### src/rtl/tt_um_pkg.sv
// rtl/tt_um_pkg.sv - shared state type and sizing constants for the weight loader tile
package tt_um_pkg;

  localparam int PKG_MAX_IN_LEN  = 16;
  localparam int PKG_MAX_OUT_LEN = 8;
  localparam int PKG_WIDTH       = 2;

  typedef enum logic [1:0] {
    ST_IDLE = 2'd0,
    ST_LOAD = 2'd1,
    ST_RUN  = 2'd2
  } state_t;

  function automatic int count_bits(input int out_len, input int width);
    return $clog2(out_len) + $clog2(width);
  endfunction

  localparam int PKG_COUNT_BITS = count_bits(PKG_MAX_OUT_LEN, PKG_WIDTH);

endpackage

### src/rtl/tt_um_idle_timer.sv
// rtl/tt_um_idle_timer.sv - resettable saturating idle counter; hit fires on the edge it reaches LIMIT
module tt_um_idle_timer #(
  parameter int LIMIT = 255,
  parameter int W     = $clog2(LIMIT + 1)
) (
  input  logic clk,
  input  logic rst_n,
  input  logic clr,
  input  logic inc,
  output logic hit
);

  logic [W-1:0] cnt;

  // Flagged combinationally so the controller can leave LOAD on the same edge the count reaches LIMIT.
  assign hit = inc && (cnt == W'(LIMIT - 1));

  always_ff @(posedge clk or negedge rst_n) begin
    if (!rst_n) begin
      cnt <= '0;
    end else if (clr) begin
      cnt <= '0;
    end else if (inc && (cnt != W'(LIMIT))) begin
      cnt <= cnt + W'(1);
    end
  end

endmodule

### src/rtl/tt_um_load_ctrl.sv
// rtl/tt_um_load_ctrl.sv - load/run sequencer driving the weight loader slice index and MAC activation gate
// Optional LOAD_TIMEOUT_EN aborts a stalled load after TIMEOUT idle cycles.
module tt_um_load_ctrl
  import tt_um_pkg::*;
#(
  parameter int MAX_IN_LEN  = PKG_MAX_IN_LEN,
  parameter int MAX_OUT_LEN = PKG_MAX_OUT_LEN,
  parameter int WIDTH       = PKG_WIDTH,
  parameter int COUNT_BITS  = count_bits(MAX_OUT_LEN, WIDTH),
  parameter int TIMEOUT     = 255
) (
  input  logic                  clk,
  input  logic                  rst_n,
  input  logic                  ena,
  input  logic                  load_req,
  input  logic                  in_valid,
  output logic [COUNT_BITS-1:0] count,
  output logic                  load_we,
  output logic                  load_done,
  output logic                  weights_valid,
  output logic                  act_valid,
  output logic [7:0]            vec_count,
  output logic [1:0]            state,
  output logic                  timeout_err
);

  state_t st;
  logic   acc;
  logic   in_load;
  logic   timeout_hit;

  logic [31:0] unused_params;
  assign unused_params = MAX_IN_LEN ^ MAX_OUT_LEN ^ WIDTH ^ TIMEOUT;

  assign acc     = ena & in_valid;
  assign in_load = (st == ST_LOAD);
  assign load_we = in_load & acc;
  assign state   = st;

`ifdef LOAD_TIMEOUT_EN
  tt_um_idle_timer #(
    .LIMIT (TIMEOUT)
  ) u_idle_timer (
    .clk   (clk),
    .rst_n (rst_n),
    .clr   (~in_load | acc),
    .inc   (in_load & ena & ~in_valid),
    .hit   (timeout_hit)
  );
`else
  assign timeout_hit = 1'b0;
`endif

  always_ff @(posedge clk or negedge rst_n) begin
    if (!rst_n) begin
      st            <= ST_IDLE;
      count         <= '0;
      load_done     <= 1'b0;
      weights_valid <= 1'b0;
      act_valid     <= 1'b0;
      vec_count     <= '0;
      timeout_err   <= 1'b0;
    end else begin
      load_done <= 1'b0;
      act_valid <= 1'b0;
      if (ena) begin
        case (st)
          ST_IDLE: begin
            if (load_req) begin
              st          <= ST_LOAD;
              count       <= '0;
              vec_count   <= '0;
              timeout_err <= 1'b0;
            end
          end
          ST_LOAD: begin
            if (acc) begin
              count <= count + COUNT_BITS'(1);
              if (count == {COUNT_BITS{1'b1}}) begin
                load_done     <= 1'b1;
                weights_valid <= 1'b1;
                st            <= ST_RUN;
              end
            end else if (timeout_hit) begin
              st          <= ST_IDLE;
              count       <= '0;
              timeout_err <= 1'b1;
            end
          end
          ST_RUN: begin
            // A reload request outranks a coincident activation beat.
            if (load_req) begin
              st            <= ST_LOAD;
              count         <= '0;
              vec_count     <= '0;
              weights_valid <= 1'b0;
              timeout_err   <= 1'b0;
            end else if (in_valid) begin
              act_valid <= 1'b1;
              if (vec_count != 8'hFF) vec_count <= vec_count + 8'd1;
            end
          end
          default: st <= ST_IDLE;
        endcase
      end
    end
  end

endmodule
### config.mk
export PLATFORM = sky130hd
export DESIGN_NAME = tt_um_load_ctrl
export DESIGN_NICKNAME = d
export VERILOG_FILES = /design/src/rtl/tt_um_pkg.sv /design/src/rtl/tt_um_idle_timer.sv /design/src/rtl/tt_um_load_ctrl.sv
export SDC_FILE = /design/constraint.sdc
export NUM_CORES = 1
export LEC_CHECK = 0
export ABC_AREA = 1
export CAP_MARGIN = 0
export CORE_ASPECT_RATIO = 2
export CORE_MARGIN = 1
export CORE_UTILIZATION = 30
export DETAILED_ROUTE_END_ITERATION = 10
export GPL_TIMING_DRIVEN = 0
export HOLD_SLACK_MARGIN = 0.03
export RECOVER_POWER = 25
export SETUP_SLACK_MARGIN = 0.4
export SLEW_MARGIN = 20
export SYNTH_ARGS = -nofsm -noshare
export SYNTH_HDL_FRONTEND = slang
export SYNTH_SLANG_ARGS = --single-unit
### constraint.sdc
create_clock -name clk -period 1.3 [get_ports clk]
set_input_delay 0.26 -clock clk [delete_from_list [all_inputs] [get_ports clk]]
set_output_delay 0.26 -clock clk [all_outputs]
set_load 0.1 [all_outputs]
=== Word-level counts from Yosys, hierarchy flattened ===
Cells that the tools add are included.

* Bits of input ports: 5
* Memories kept: 0
* Bits in registers: 17
* Memory bits (writable): 0
* Output and inout port bits: 19
* Memory bits (read-only): 0
* Bits in latches: 0
* Word-level logic and storage cells: 54

* $lt $le $gt $ge: 0
* Multiplexer cells: 24
* $add $sub $neg: 2
* Div/mod/pow operators: 0
* Shift operators: 0
* Bitwise gates (word level): 2
* Reductions and logical operators: 9
* Multiply operators: 0
* Eq/ne operators: 11

{| class="wikitable"
|+ Operators with widths
! operator !! count
|-
| 8-bit 2-to-1 mux || 4
|-
| 8-bit one-hot mux with 2 select lines || 1
|-
| 1-bit 2-to-1 mux || 11
|-
| 5-bit AND reduction || 2
|-
| 8-bit by 1-bit adder with 8-bit output, second input constant || 1
|-
| 4-bit 2-to-1 mux || 2
|-
| 8-bit inequality test, second input constant || 1
|-
| 4-bit one-hot mux with 2 select lines || 1
|-
| 4-bit AND reduction || 2
|-
| 2-bit 2-to-1 mux || 3
|-
| 2-bit inequality test, second input constant || 3
|-
| 3-bit inequality test, second input constant || 2
|-
| 2-bit nonzero test || 3
|-
| 4-bit by 1-bit adder with 4-bit output, second input constant || 1
|-
| 4-bit == test, second input constant || 1
|-
| 2-bit by 1-bit inequality test with 1-bit output, second input constant || 2
|-
| 2-bit one-hot mux with 2 select lines || 1
|-
| 1-bit bitwise AND || 2
|-
| 2-bit by 1-bit == test with 1-bit output, second input constant || 1
|-
| 2-bit == test, second input constant || 1
|-
| 2-bit logical NOT || 1
|-
| 1-bit one-hot mux with 2 select lines || 1
|-
| 2-bit OR reduction || 1
|}

=== Longest topological paths before layout ===
Gate-level depths: netlist of run 1.

* Depth in word-level cells: 5
* Mapped depth: 10
* Gate-level depth less buffers: 10

=== Least setup slack after synthesis of run 1 ===
OpenSTA, ideal clock, no wires.

* Path kind: register -> register
* Start: register st[0], in the netlist state[0]
* End: register count[0]
* Setup time: 87 ps
* Buffers on the path: 0
* Period minus slack after synthesis: 2275 ps
* Required time: 1213 ps
* Cell stages (with the launch flop): 7
* Arrival time: 2188 ps
* Setup slack: -975 ps
* Path through: dfrtp_1 > nand2_1 > inv_1 > nand3_1 > inv_1 > nor2_1 > a21oi_1

* Longest elaborated chain between the ends: 4
* Elaborated cells on any way between the ends: 9
* Classes of those cells: eq/ne (4); mux (1); reduce/logical (4)

{| class="wikitable"
|+ Ends and longest elaborated chain
! element !! line !! source
|-
| start, declared || tt_um_load_ctrl.sv:27 || <nowiki>state_t st;</nowiki>
|-
| start signal, assigned || tt_um_load_ctrl.sv:56 || <nowiki>st <= ST_IDLE;</nowiki>
|-
| start signal, assigned || tt_um_load_ctrl.sv:70 || <nowiki>st <= ST_LOAD;</nowiki>
|-
| start signal, assigned || tt_um_load_ctrl.sv:82 || <nowiki>st <= ST_RUN;</nowiki>
|-
| 2-bit == test / 2-bit logical NOT (equally long branches) || tt_um_load_ctrl.sv:67 || <nowiki>case (st)</nowiki>
|-
| 2-bit OR reduction (no source line) || n/a ||
|-
| 2-bit by 1-bit inequality test with 1-bit output (no source line) / 2-bit nonzero test (equally long branches) || n/a ||
|-
| 4-bit AND reduction (no source line) || n/a ||
|-
| end signal, assigned || tt_um_load_ctrl.sv:78 || <nowiki>count <= count + COUNT_BITS'(1);</nowiki>
|-
| end, declared || tt_um_load_ctrl.sv:17 || <nowiki>output logic [COUNT_BITS-1:0] count,</nowiki>
|}

Parallel ways exist; a longest one is shown, timed or not.
A chain may end at the register's enable or synchronous reset.

=== Worst setup path in the final report of run 1 ===
* Start: register st[1], in the netlist state[1]
* End: output load_we

* Longest elaborated chain between the ends: 2

{| class="wikitable"
|+ Ends and longest elaborated chain
! element !! line !! source
|-
| 2-bit by 1-bit == test with 1-bit output || tt_um_load_ctrl.sv:36 || <nowiki>assign in_load = (st == ST_LOAD);</nowiki>
|-
| 1-bit bitwise AND || tt_um_load_ctrl.sv:37 || <nowiki>assign load_we = in_load & acc;</nowiki>
|-
| end, declared || tt_um_load_ctrl.sv:18 || <nowiki>output logic load_we,</nowiki>
|}

No other way between the ends.

==> results summary, run 1 <==
The number of global-route vias before repair came out at 1,145. The hold buffer count at CTS is 0. The total clock sinks is 17. The residual antenna-violating net count after detailed routing came out at 0. The critical path launch point type is a flip-flop. The number of buffers inserted during clock tree synthesis came out at 3.

Between clock sinks in the finished design, the worst skew comes to 0.00434 ns. Setup repair after global routing could not meet its margin everywhere. Entering global routing, the biggest net connects 18 pins.

The setup TNS after final layout is -2.36 ns. The sequential share of the synthesized area came out at 0.440. For this configuration, the core starts out at a cell density of 0.321. The flow ran to the end, but the final reports show violations.

The core area is 3010 um2. The number of different library cells in the post-synthesis netlist is 20. For this design the static power due to leakage is 0.802 nW. In this run the worst setup path begins at state[1]. The path class of the tightest hold or removal check is in2async.

The capture instance of the worst register-to-register path is vec_count[1]. The number of cells on the worst reg-to-reg path came out at 10. The via density per instance is 4.89. The worst supply voltage drop on vdd came out at 0.00126 V. Dividing the final minimum period by the clock period gives 1.21. The worst-case headroom to the max-slew limit is 0.387.

Detailed placement finished with a half-perimeter wire length of 1830 um. The count of buffers inserted at the top-level ports is 22. The number of antenna violations at the first check in global routing came out at 0. The mapped netlist covers 966 um2. The layout has 257 filler cells. The number of vias after detailed routing came out at 1,052. For this run, the total global-route usage over all layers was measured as 0.181. The count of mapped cells out of synthesis came out at 136. The critical register-to-register path startpoint is state[0]. The maximum clock insertion buffer count is 2. The checks that failed: setup timing. The post-synth net total came out at 143. For this run, the number of Yosys warnings is 0. The die covers 3460 um2. The count of max-cap constraint violations is 0.

The category of the most critical setup path is reg2out. The type of element capturing the critical path is an output pin. The minimum period implied by the final worst setup slack came out at 1.57 ns. For this run, design rule violations remaining after detail routing come to 0. The weighted congestion at the end of routability-driven global placement is 0.753.

At the pin with the least slew margin, the transition time is 0.919 ns. The core occupancy in the finished layout is 0.607. The total number of H-tree levels is 1. At the worst endpoint, the required time is 1.04 ns. In the final routed layout, each cell accounts on average for 13.4 um. At the end of the flow, the number of nets in the layout was 193. The worst-skew pair later-pin latency came out at 0.26 ns. The share of cells above drive strength 1 came out at 0.524. The die outline height came out at 82.2 um.

The post-layout worst setup margin came out at -0.267 ns. Setup violations remaining at the end of the flow were counted as 19. The width of the die is 42.1 um. The overall power of the completed layout came out at 2.71 mW.

The signal arrival time at the worst endpoint came out at 1.31 ns. The most common cell after layout, fill and taps aside is sky130_fd_sc_hd__nand2_1. The total congestion overflow after global routing came out at 0. The first global-routing pass estimated 4700 um of wire. The row count came out at 28.

The number of primary I/O pins came out at 24. The first routing iteration left 26 violations. The post-synthesis to final-layout area growth is 89.4%. The root buffer cell chosen for the clock tree is sky130_fd_sc_hd__clkbuf_8. The average cell area after synthesis is 7.10 um2. The final antenna diode count came out at 0. The total power density per cell area is 1480 nW/um2. The aggregate routed wire length came out at 2880 um. The highest clock frequency the design can meet is 638 MHz. The hold violation total from the final report came to 0.

The clock tree from TritonCTS is done. The worst register-to-register path has a setup slack of -0.19 ns. In the layout the commonest cells are sky130_fd_sc_hd__nand2_1, sky130_fd_sc_hd__buf_4, sky130_fd_sc_hd__buf_12. Of all nets on the critical path, the largest fanout is 2. Counting flops and latches in the post-synthesis netlist gives 17. The final count of pins violating max slew came out at 0. The clock transition at the register clock pins on the worst setup and hold paths after CTS came out at 0.07 ns.

The pre-antenna-repair detailed-routing pass consisted of 4 iterations.
-- flip-flops by register name, indices dropped and copies added (netlist names) --
register	count
vec_count	8
count	4
act_valid	1
load_done	1
weights_valid	1
state	2
-- critical path: stages (launching register included) --
cell and delay, ns:
sky130_fd_sc_hd__dfrtp_4 0.50, sky130_fd_sc_hd__inv_4 0.07, sky130_fd_sc_hd__nand2_4 0.05, sky130_fd_sc_hd__inv_4 0.06, sky130_fd_sc_hd__nand3_4 0.08, sky130_fd_sc_hd__clkinvlp_4 0.11, sky130_fd_sc_hd__buf_12 0.17
-- cells by family after synthesis --
kind of cell,synth area share
AND/OR/NAND/NOR,0.356
buffers and inverters,0.0816
flip-flops,0.440
AO/OA/AOI/OAI,0.0738
XOR/XNOR,0.0181
adder cells (fa/ha/maj),0.0259
other,0.00388
-- how the worst max path moves through the flow --
stage | to | slack, ns | depth (start not counted)
after floorplan | count[0] | -0.41 | 7
after global placement | load_we | -1.15 | 4
after detailed placement | load_we | -1.16 | 4
after CTS | load_we | -0.24 | 6
after global routing | load_we | -0.30 | 6
final | load_we | -0.27 | 6
-- synth_stat cells, drive strengths merged --
cell,n,area share
nand3,10,0.052
buf,2,0.019
nand2,54,0.21
xor2,2,0.018
nor3b,1,0.0078
ha,2,0.026
or2,1,0.0065
dfrtp,17,0.44
inv,16,0.062
conb,1,0.0039
a21oi,3,0.016
nor3,2,0.010
o21ai,9,0.058
nor2,16,0.067
-- metrics by stage --
step / setup slack (ns) / cells / cell area [um2] / hold WS [ns]
2_1_floorplan: -0.411 / 136 / 1070 / -0.0356
3_3_place_gp: -1.15 / 188 / 1330 / 0.512
3_5_place_dp: -1.16 / 188 / 1330 / 0.532
4_1_cts: -0.239 / 209 / 1750 / 0.225
5_1_grt: -0.301 / 215 / 1830 / 0.220
6_report: -0.267 / 215 / 1830 / 0.110
-- repair_timing --
| action | in CTS | in global routing |
|---|---|---|
| pin swaps | 2 | 4 |
| cloned | 1 | 0 |
| resized for setup | 185 | 15 |
| setup buffers | 16 | 6 |
| endpoints found under the setup margin | 52 | 52 |
| hold endpoints to repair | 0 | 17 |
-- layer usage --
layer,GRT usage,up-vias,wire [um]
met4,0.109,0,66
met5,0,-,0
met2,0.366,24,1770
met1,0.165,506,965
met3,0.0217,6,85
li1,-,516,-
-- where the power goes --
part	switching [mW]	total (mW)	internal (mW)
Combinational	0.945	1.52	0.579
Clock	0.196	0.414	0.218
Sequential	0.135	0.772	0.637
-- area by class of cell --
type	instances	area, um2	share of cell area
Inverter	16	71.3	0.0390
Multi-Input combinational cell	101	579	0.317
Buffer	2	18.8	0.0103
Sequential cell	17	489	0.267
Clock buffer	4	45.0	0.0246
Timing Repair Buffer	45	588	0.321
Tap cell	30	37.5	0.0205
(Power assumes the default switching activity.)
==> run 2: changes to the inputs <==
- CTS_CLUSTER_DIAMETER: not set -> 40
- GPL_ROUTABILITY_DRIVEN: not set -> 0
- SETUP_SLACK_MARGIN: 0.4 -> 0.3
==> run 2 against run 1 <==
Compared with the run above: the run still ends with setup timing left; critical path type unchanged; largest power group unchanged; clock-buffer cell count stayed put; core utilization is 2.0 points higher; clock power is 2% lower.
==> results summary, run 2 (synthesized netlist as in run 1, its figures left out) <==
The residual antenna-violating net count after detailed routing is 0 (unchanged). Outcome: finished, violations left (unchanged). The row count came out at 28 (unchanged). The count of max-cap constraint violations came out at 0 (unchanged). The highest clock frequency the design can meet is 629 MHz (was 638 MHz).

The worst supply voltage drop on vdd came to 0.00155 V (was 0.00126 V). The number of vias after detailed routing came out at 1,114 (was 1,052). The hold violation total from the final report is 0 (unchanged). The initial detailed-routing violation count came out at 18 (was 26). The worst path required time is 1.04 ns (about the same). The share of the cycle needed by the critical path after routing is 1.22 (was 1.21). The total number of H-tree levels came out at 1 (unchanged). The starting utilization of the core area came out at 0.321 (unchanged). The core occupancy in the finished layout is 0.627 (was 0.607). The hold buffer count at CTS is 0 (unchanged). The die footprint is 3460 um2 (unchanged).

The most common cell after layout, fill and taps aside is sky130_fd_sc_hd__nand2_1 (unchanged). The number of global-route vias before repair is 1,089 (was 1,145). The number of design rule violations left after detail routing came to 0 (unchanged). The number of buffer and inverter stages on the critical path is 4 (unchanged). The fill cell instance count of the final layout is 233 (was 257). The global router's overall resource usage is 0.191 (was 0.181).

The width of the die is 42.1 um (unchanged). The number of buffers inserted during clock tree synthesis is 3 (unchanged). The worst-skew pair later-pin latency is 0.26 ns (about the same). The minimum period implied by the final worst setup slack is 1.59 ns (was 1.57 ns). The tightest hold margin is 0.130 ns (was 0.110 ns). The largest fanout on the critical path is 2 (unchanged).

The maximum number of pins on one net before global-route repair came out at 18 (unchanged). The signal arrival time at the worst endpoint came out at 1.33 ns (was 1.31 ns). The worst-case headroom to the max-slew limit came out at 0.360 (was 0.387).

The register containing the most flip-flops in the final layout is vec_count (unchanged). The number of primary I/O pins came out at 24 (unchanged). Failing checks: setup timing (unchanged). The top cell family by delay on the critical path is flip-flops (unchanged).

The total power density per cell area came out at 1500 nW/um2 (was 1480 nW/um2). The net count of the finished layout is 197 (was 193). The minimum setup slack after placement came to -1.14 ns (was -1.16 ns). The most common cell type on the critical path was sky130_fd_sc_hd__inv_4 (unchanged). The number of antenna violations at the first check in global routing was 0 (unchanged). The core area came out at 3010 um2 (unchanged). The clock tree skew after final layout came out at 0.000713 ns (was 0.00434 ns). The aggregate routed wire length came out at 3170 um (was 2880 um).

The share of cells above drive strength 1 came out at 0.556 (was 0.524). The root cell of the clock tree is sky130_fd_sc_hd__clkbuf_8 (unchanged). The type of element capturing the critical path was an output pin (unchanged). The standby leakage power was 0.854 nW (was 0.802 nW). The maximum clock insertion buffer count came to 2 (unchanged). Setup repair after global routing missed its margin: true (unchanged). The final HPWL from detailed placement is 1760 um (was 1830 um). The final antenna diode count came to 0 (unchanged).

The average wire per cell in the routed design came out at 14.5 um (was 13.4 um). The detailed-routing iteration count for the pre-antenna-repair pass was 4 (unchanged). The final instance count without filler cells is 219 (was 215).

The final count of pins violating max slew is 0 (unchanged). The clock tree from TritonCTS is done (unchanged). The total clock sinks is 17 (unchanged). Chain of cells forming the critical path: inv_4 > nand2_4 > inv_4 > nand3_4 > clkinvlp_4 > buf_12 (unchanged). The post-synthesis to final-layout area growth is 95.5% (was 89.4%). The total congestion overflow after global routing is 0 (unchanged). Leading cell types in the layout, fill and taps excluded: sky130_fd_sc_hd__nand2_1, sky130_fd_sc_hd__buf_4, sky130_fd_sc_hd__buf_12 (unchanged). The via density per instance came out at 5.09 (was 4.89). The setup TNS after final layout came to -2.38 ns (was -2.36 ns). The category of the most critical setup path is reg2out (unchanged). The flip-flop count of the largest register after layout is 8 (unchanged). The post-layout worst setup margin is -0.289 ns (was -0.267 ns). The clock transition at the register clock pins on the worst setup and hold paths after CTS is 0.07 ns (about the same). The total placed cells including tap cells is 188 (unchanged). The slowest cell on the critical path was sky130_fd_sc_hd__dfrtp_4 (unchanged). The wire length of the first global-routing pass is 4930 um (was 4700 um). The die outline height is 82.2 um (unchanged). The count of buffers inserted at the top-level ports was 22 (unchanged). The delay of the slowest cell on the worst path came to 0.50 ns (about the same). The actual slew at the worst max-slew pin was 0.959 ns (was 0.919 ns). The critical path launch point type is a flip-flop (unchanged).

The number of setup violations in the final report came out at 20 (was 19). The path type of the worst min-delay path is in2async (unchanged).
[run 2: per-stage QoR]
step                total power, mW  area, um2
finish                         2.83       1890
global route                   2.95       1890
CTS                            2.66       1770
detailed placement             1.76       1310
global placement               1.76       1310
floorplan                      1.52       1050
[run 2: power by group]
part | total, mW | internal, mW | switching [mW]
sequential | 0.766 | 0.629 | 0.137
combinational | 1.66 | 0.644 | 1.01
clock | 0.405 | 0.218 | 0.187
total | 2.83 | 1.49 | 1.34
[run 2: worst register-to-register path: cells and delay by family (launching register included)]
| kind | cells | cell delay, ns |
|---|---|---|
| DFF | 1 | 0.50 |
| adders and majority gates | 1 | 0.18 |
| AOI/OAI and AO/OA | 1 | 0.05 |
| and+or+nand+nor | 7 | 0.46 |
| buffers and inverters | 1 | 0.16 |
[run 2: worst paths after layout]
kind	start	endpoint	slack [ns]	cells past startpoint
setup reg to reg	vec_count[0]	vec_count[0]	-0.15	10
hold / removal	rst_n	vec_count[3]	0.13	1
hold reg to reg	weights_valid	weights_valid	0.52	2
max in group asynchronous	rst_n	count[1]	0.48	1
min in group clk	weights_valid	weights_valid	0.52	2
setup / recovery	state[1]	load_we	-0.29	6
[run 2: timing repair]
item                                    CTS  global route
resized for setup                       195            17
endpoints found under the setup margin   52            35
gates cloned                              1             0
pin swaps                                 5            13
hold endpoints to repair                  0             0
setup buffers                            16            10
[run 2: final cells by class]
class / instances / area [um2] / area share
tap: 30 / 37.5 / 0.0199
inverter: 16 / 76.3 / 0.0404
timing repair buffer: 49 / 637 / 0.337
clock buffer: 4 / 45.0 / 0.0239
multi-input combinational: 101 / 607 / 0.321
buffer: 2 / 18.8 / 0.00994
sequential: 17 / 467 / 0.247
[run 2: metal layers]
metal | vias up | track usage | share of wire
li1 | 527 | - | -
met1 | 536 | 0.177 | 0.33
met2 | 37 | 0.389 | 0.60
met3 | 14 | 0.0370 | 0.034
met4 | 0 | 0.0844 | 0.030
met5 | - | 0 | 0
==> run 3: changes to the inputs <==
- GPL_TIMING_DRIVEN: 0 -> not set
- TNS_END_PERCENT: not set -> 5
- clock period: 1.3 -> 1.4 ns (I/O delays scaled with it)
==> run 3 against run 2 <==
Compared with the run above: the run still ends with setup timing left; sequential share of layout area fell by 0.46 points; critical path depth did not move; register-to-register slack improved by 0.12 ns; via count fell by 4.1%; wire length fell by 6.3%; sequential cell count did not move; global-route usage barely moved; clock power fell by 7.7%; first-iteration DRC count rose by 17%; power fell by 11%; critical path type unchanged; critical endpoint unchanged; largest cell class unchanged.
==> results summary, run 3 (synthesized netlist as in run 1, its figures left out) <==
The worst path required time was 1.12 ns (was 1.04 ns). The standby leakage power came out at 0.849 nW (was 0.854 nW). The number of design rule violations left after detail routing came to 0 (unchanged). The aggregate routed wire length is 2970 um (was 3170 um). The hold violation total from the final report came out at 0 (unchanged). The setup slack on the worst flop-to-flop path is -0.03 ns (was -0.15 ns). The number of primary I/O pins is 24 (unchanged). The count of max-cap constraint violations is 0 (unchanged). The starting utilization of the core area was 0.321 (unchanged). The global router's overall resource usage came out at 0.191 (about the same). Failing checks: setup timing (unchanged). The highest clock frequency the design can meet came out at 645 MHz. The net count of the finished layout is 204 (was 197). The root cell of the clock tree is sky130_fd_sc_hd__clkbuf_8 (unchanged).

The clock tree skew after final layout came out at 0.00569 ns (was 0.000713 ns). The initial detailed-routing violation count came to 21 (was 18). The tightest hold margin is 0.513 ns (was 0.130 ns). The die footprint is 3460 um2 (unchanged).

The critical register-to-register path startpoint is state[0] (was vec_count[0]). The total number of H-tree levels is 1 (unchanged). The maximum number of pins on one net before global-route repair came out at 18 (unchanged). The final count of pins violating max slew is 0 (unchanged). The number of global-route vias before repair is 1,155 (was 1,089). Setup repair after global routing missed its margin: true (unchanged). The register cell area after layout is 450 um2 (was 467 um2).

The core area came out at 3010 um2 (unchanged). The final HPWL from detailed placement came out at 2170 um (was 1760 um). The minimum period implied by the final worst setup slack came out at 1.55 ns. The capture instance of the worst register-to-register path is vec_count[1] (was vec_count[0]). The fill cell instance count of the final layout came out at 232 (was 233). The wire length of the first global-routing pass is 5040 um (was 4930 um). The maximum clock insertion buffer count is 2 (unchanged).

The type of element capturing the critical path is an output pin (unchanged). The number of antenna violations at the first check in global routing came to 0 (unchanged). The largest fanout on the critical path is 2 (unchanged).

The most common cell after layout, fill and taps aside is sky130_fd_sc_hd__nand2_1 (unchanged). The share of the cycle needed by the critical path after routing is 1.11. The worst-skew pair later-pin latency is 0.25 ns (was 0.26 ns). The flip-flop count of the largest register after layout is 8 (unchanged).

The die outline height is 82.2 um (unchanged). The area occupied by multi-input gates is 552 um2 (was 607 um2). The residual antenna-violating net count after detailed routing is 0 (unchanged).

The number of vias after detailed routing came to 1,068 (was 1,114). The signal arrival time at the worst endpoint is 1.27 ns (was 1.33 ns). The critical path launch point type is a flip-flop (unchanged). The number of buffers inserted during clock tree synthesis was 3 (unchanged). The final antenna diode count is 0 (unchanged).

The overall power of the completed layout is 2.51 mW (was 2.83 mW). The total clock sinks is 17 (unchanged). The category of the most critical setup path was reg2out (unchanged).

The clock tree from TritonCTS is done (unchanged). The width of the die is 42.1 um (unchanged). The row count is 28 (unchanged).

The register containing the most flip-flops in the final layout was vec_count (unchanged). The share of cells above drive strength 1 came out at 0.480 (was 0.556). Leading cell types in the layout, fill and taps excluded: sky130_fd_sc_hd__nand2_1, sky130_fd_sc_hd__buf_4, sky130_fd_sc_hd__buf_12 (unchanged).

The post-layout worst setup margin is -0.151 ns (was -0.289 ns). The path type of the worst min-delay path is in2async (unchanged). The number of setup violations in the final report is 5 (was 20). The total power density per cell area is 1350 nW/um2 (was 1500 nW/um2). The detailed-routing iteration count for the pre-antenna-repair pass is 4 (unchanged). The hold buffer count at CTS is 0 (unchanged).

The total congestion overflow after global routing came out at 0 (unchanged). The count of buffers inserted at the top-level ports is 22 (unchanged). The setup TNS after final layout is -0.226 ns (was -2.38 ns). Outcome: finished, violations left (unchanged). The clock transition at the register clock pins on the worst setup and hold paths after CTS is 0.07 ns (about the same). The number of cells on the worst reg-to-reg path came out at 9 (was 10).

The via density per instance came out at 4.73 (was 5.09). The post-synthesis to final-layout area growth is 92.2% (was 95.5%). The average wire per cell in the routed design is 13.1 um (was 14.5 um). The worst supply voltage drop on vdd came out at 0.00153 V (was 0.00155 V).
[run 3: repair_timing]
| action | in CTS | in global routing |
|---|---|---|
| setup endpoints to repair | 35 | 35 |
| setup buffers | 6 | 3 |
| pin swaps | 2 | 1 |
| gates resized for setup | 30 | 3 |
[run 3: worst max-delay path, stage by stage, from the launching register on]
cell and delay [ns]:
sky130_fd_sc_hd__dfrtp_4 0.49, sky130_fd_sc_hd__inv_4 0.08, sky130_fd_sc_hd__nand2_4 0.06, sky130_fd_sc_hd__inv_4 0.06, sky130_fd_sc_hd__nand3_4 0.07, sky130_fd_sc_hd__clkinvlp_4 0.09
sky130_fd_sc_hd__buf_12 0.17
[run 3: metal layers]
layer / up-vias / routed length [um] / global-route usage
li1: 539 / - / -
met1: 505 / 1040 / 0.173
met2: 18 / 1820 / 0.386
met3: 6 / 51 / 0.0239
met4: 0 / 62 / 0.119
met5: - / 0 / 0
[run 3: where the power goes]
group | switching [mW] | internal (mW)
Combinational | 0.871 | 0.579
Sequential | 0.121 | 0.567
Clock | 0.172 | 0.202
[run 3: through the flow]
step | area, um2 | util | worst slack (ns) | cells
2_1_floorplan | 1010 | - | -0.322 | 136
3_3_place_gp | 1630 | 0.542 | -0.157 | 213
3_5_place_dp | 1630 | 0.542 | -0.185 | 213
4_1_cts | 1830 | 0.606 | -0.149 | 223
5_1_grt | 1860 | 0.616 | -0.172 | 226
6_report | 1860 | 0.616 | -0.151 | 226
[run 3: layout make-up]
type / instances / area share
inverters: 16 / 0.0384
well taps: 30 / 0.0202
clock buffers: 4 / 0.0243
multi-input cells: 101 / 0.297
flip-flops and latches: 17 / 0.243
repair buffers: 58 / 0.377
[run 3: worst max path at each step]
stage          startpoint      endpoint  slack (ns)  cells past startpoint
6_report         state[1]       load_we       -0.15                      6
2_1_floorplan    state[1]      count[0]       -0.32                      7
4_1_cts          state[1]       load_we       -0.15                      6
3_3_place_gp     in_valid  vec_count[7]       -0.16                      9
3_5_place_dp     in_valid  vec_count[7]       -0.19                      9
5_1_grt          state[1]       load_we       -0.17                      6
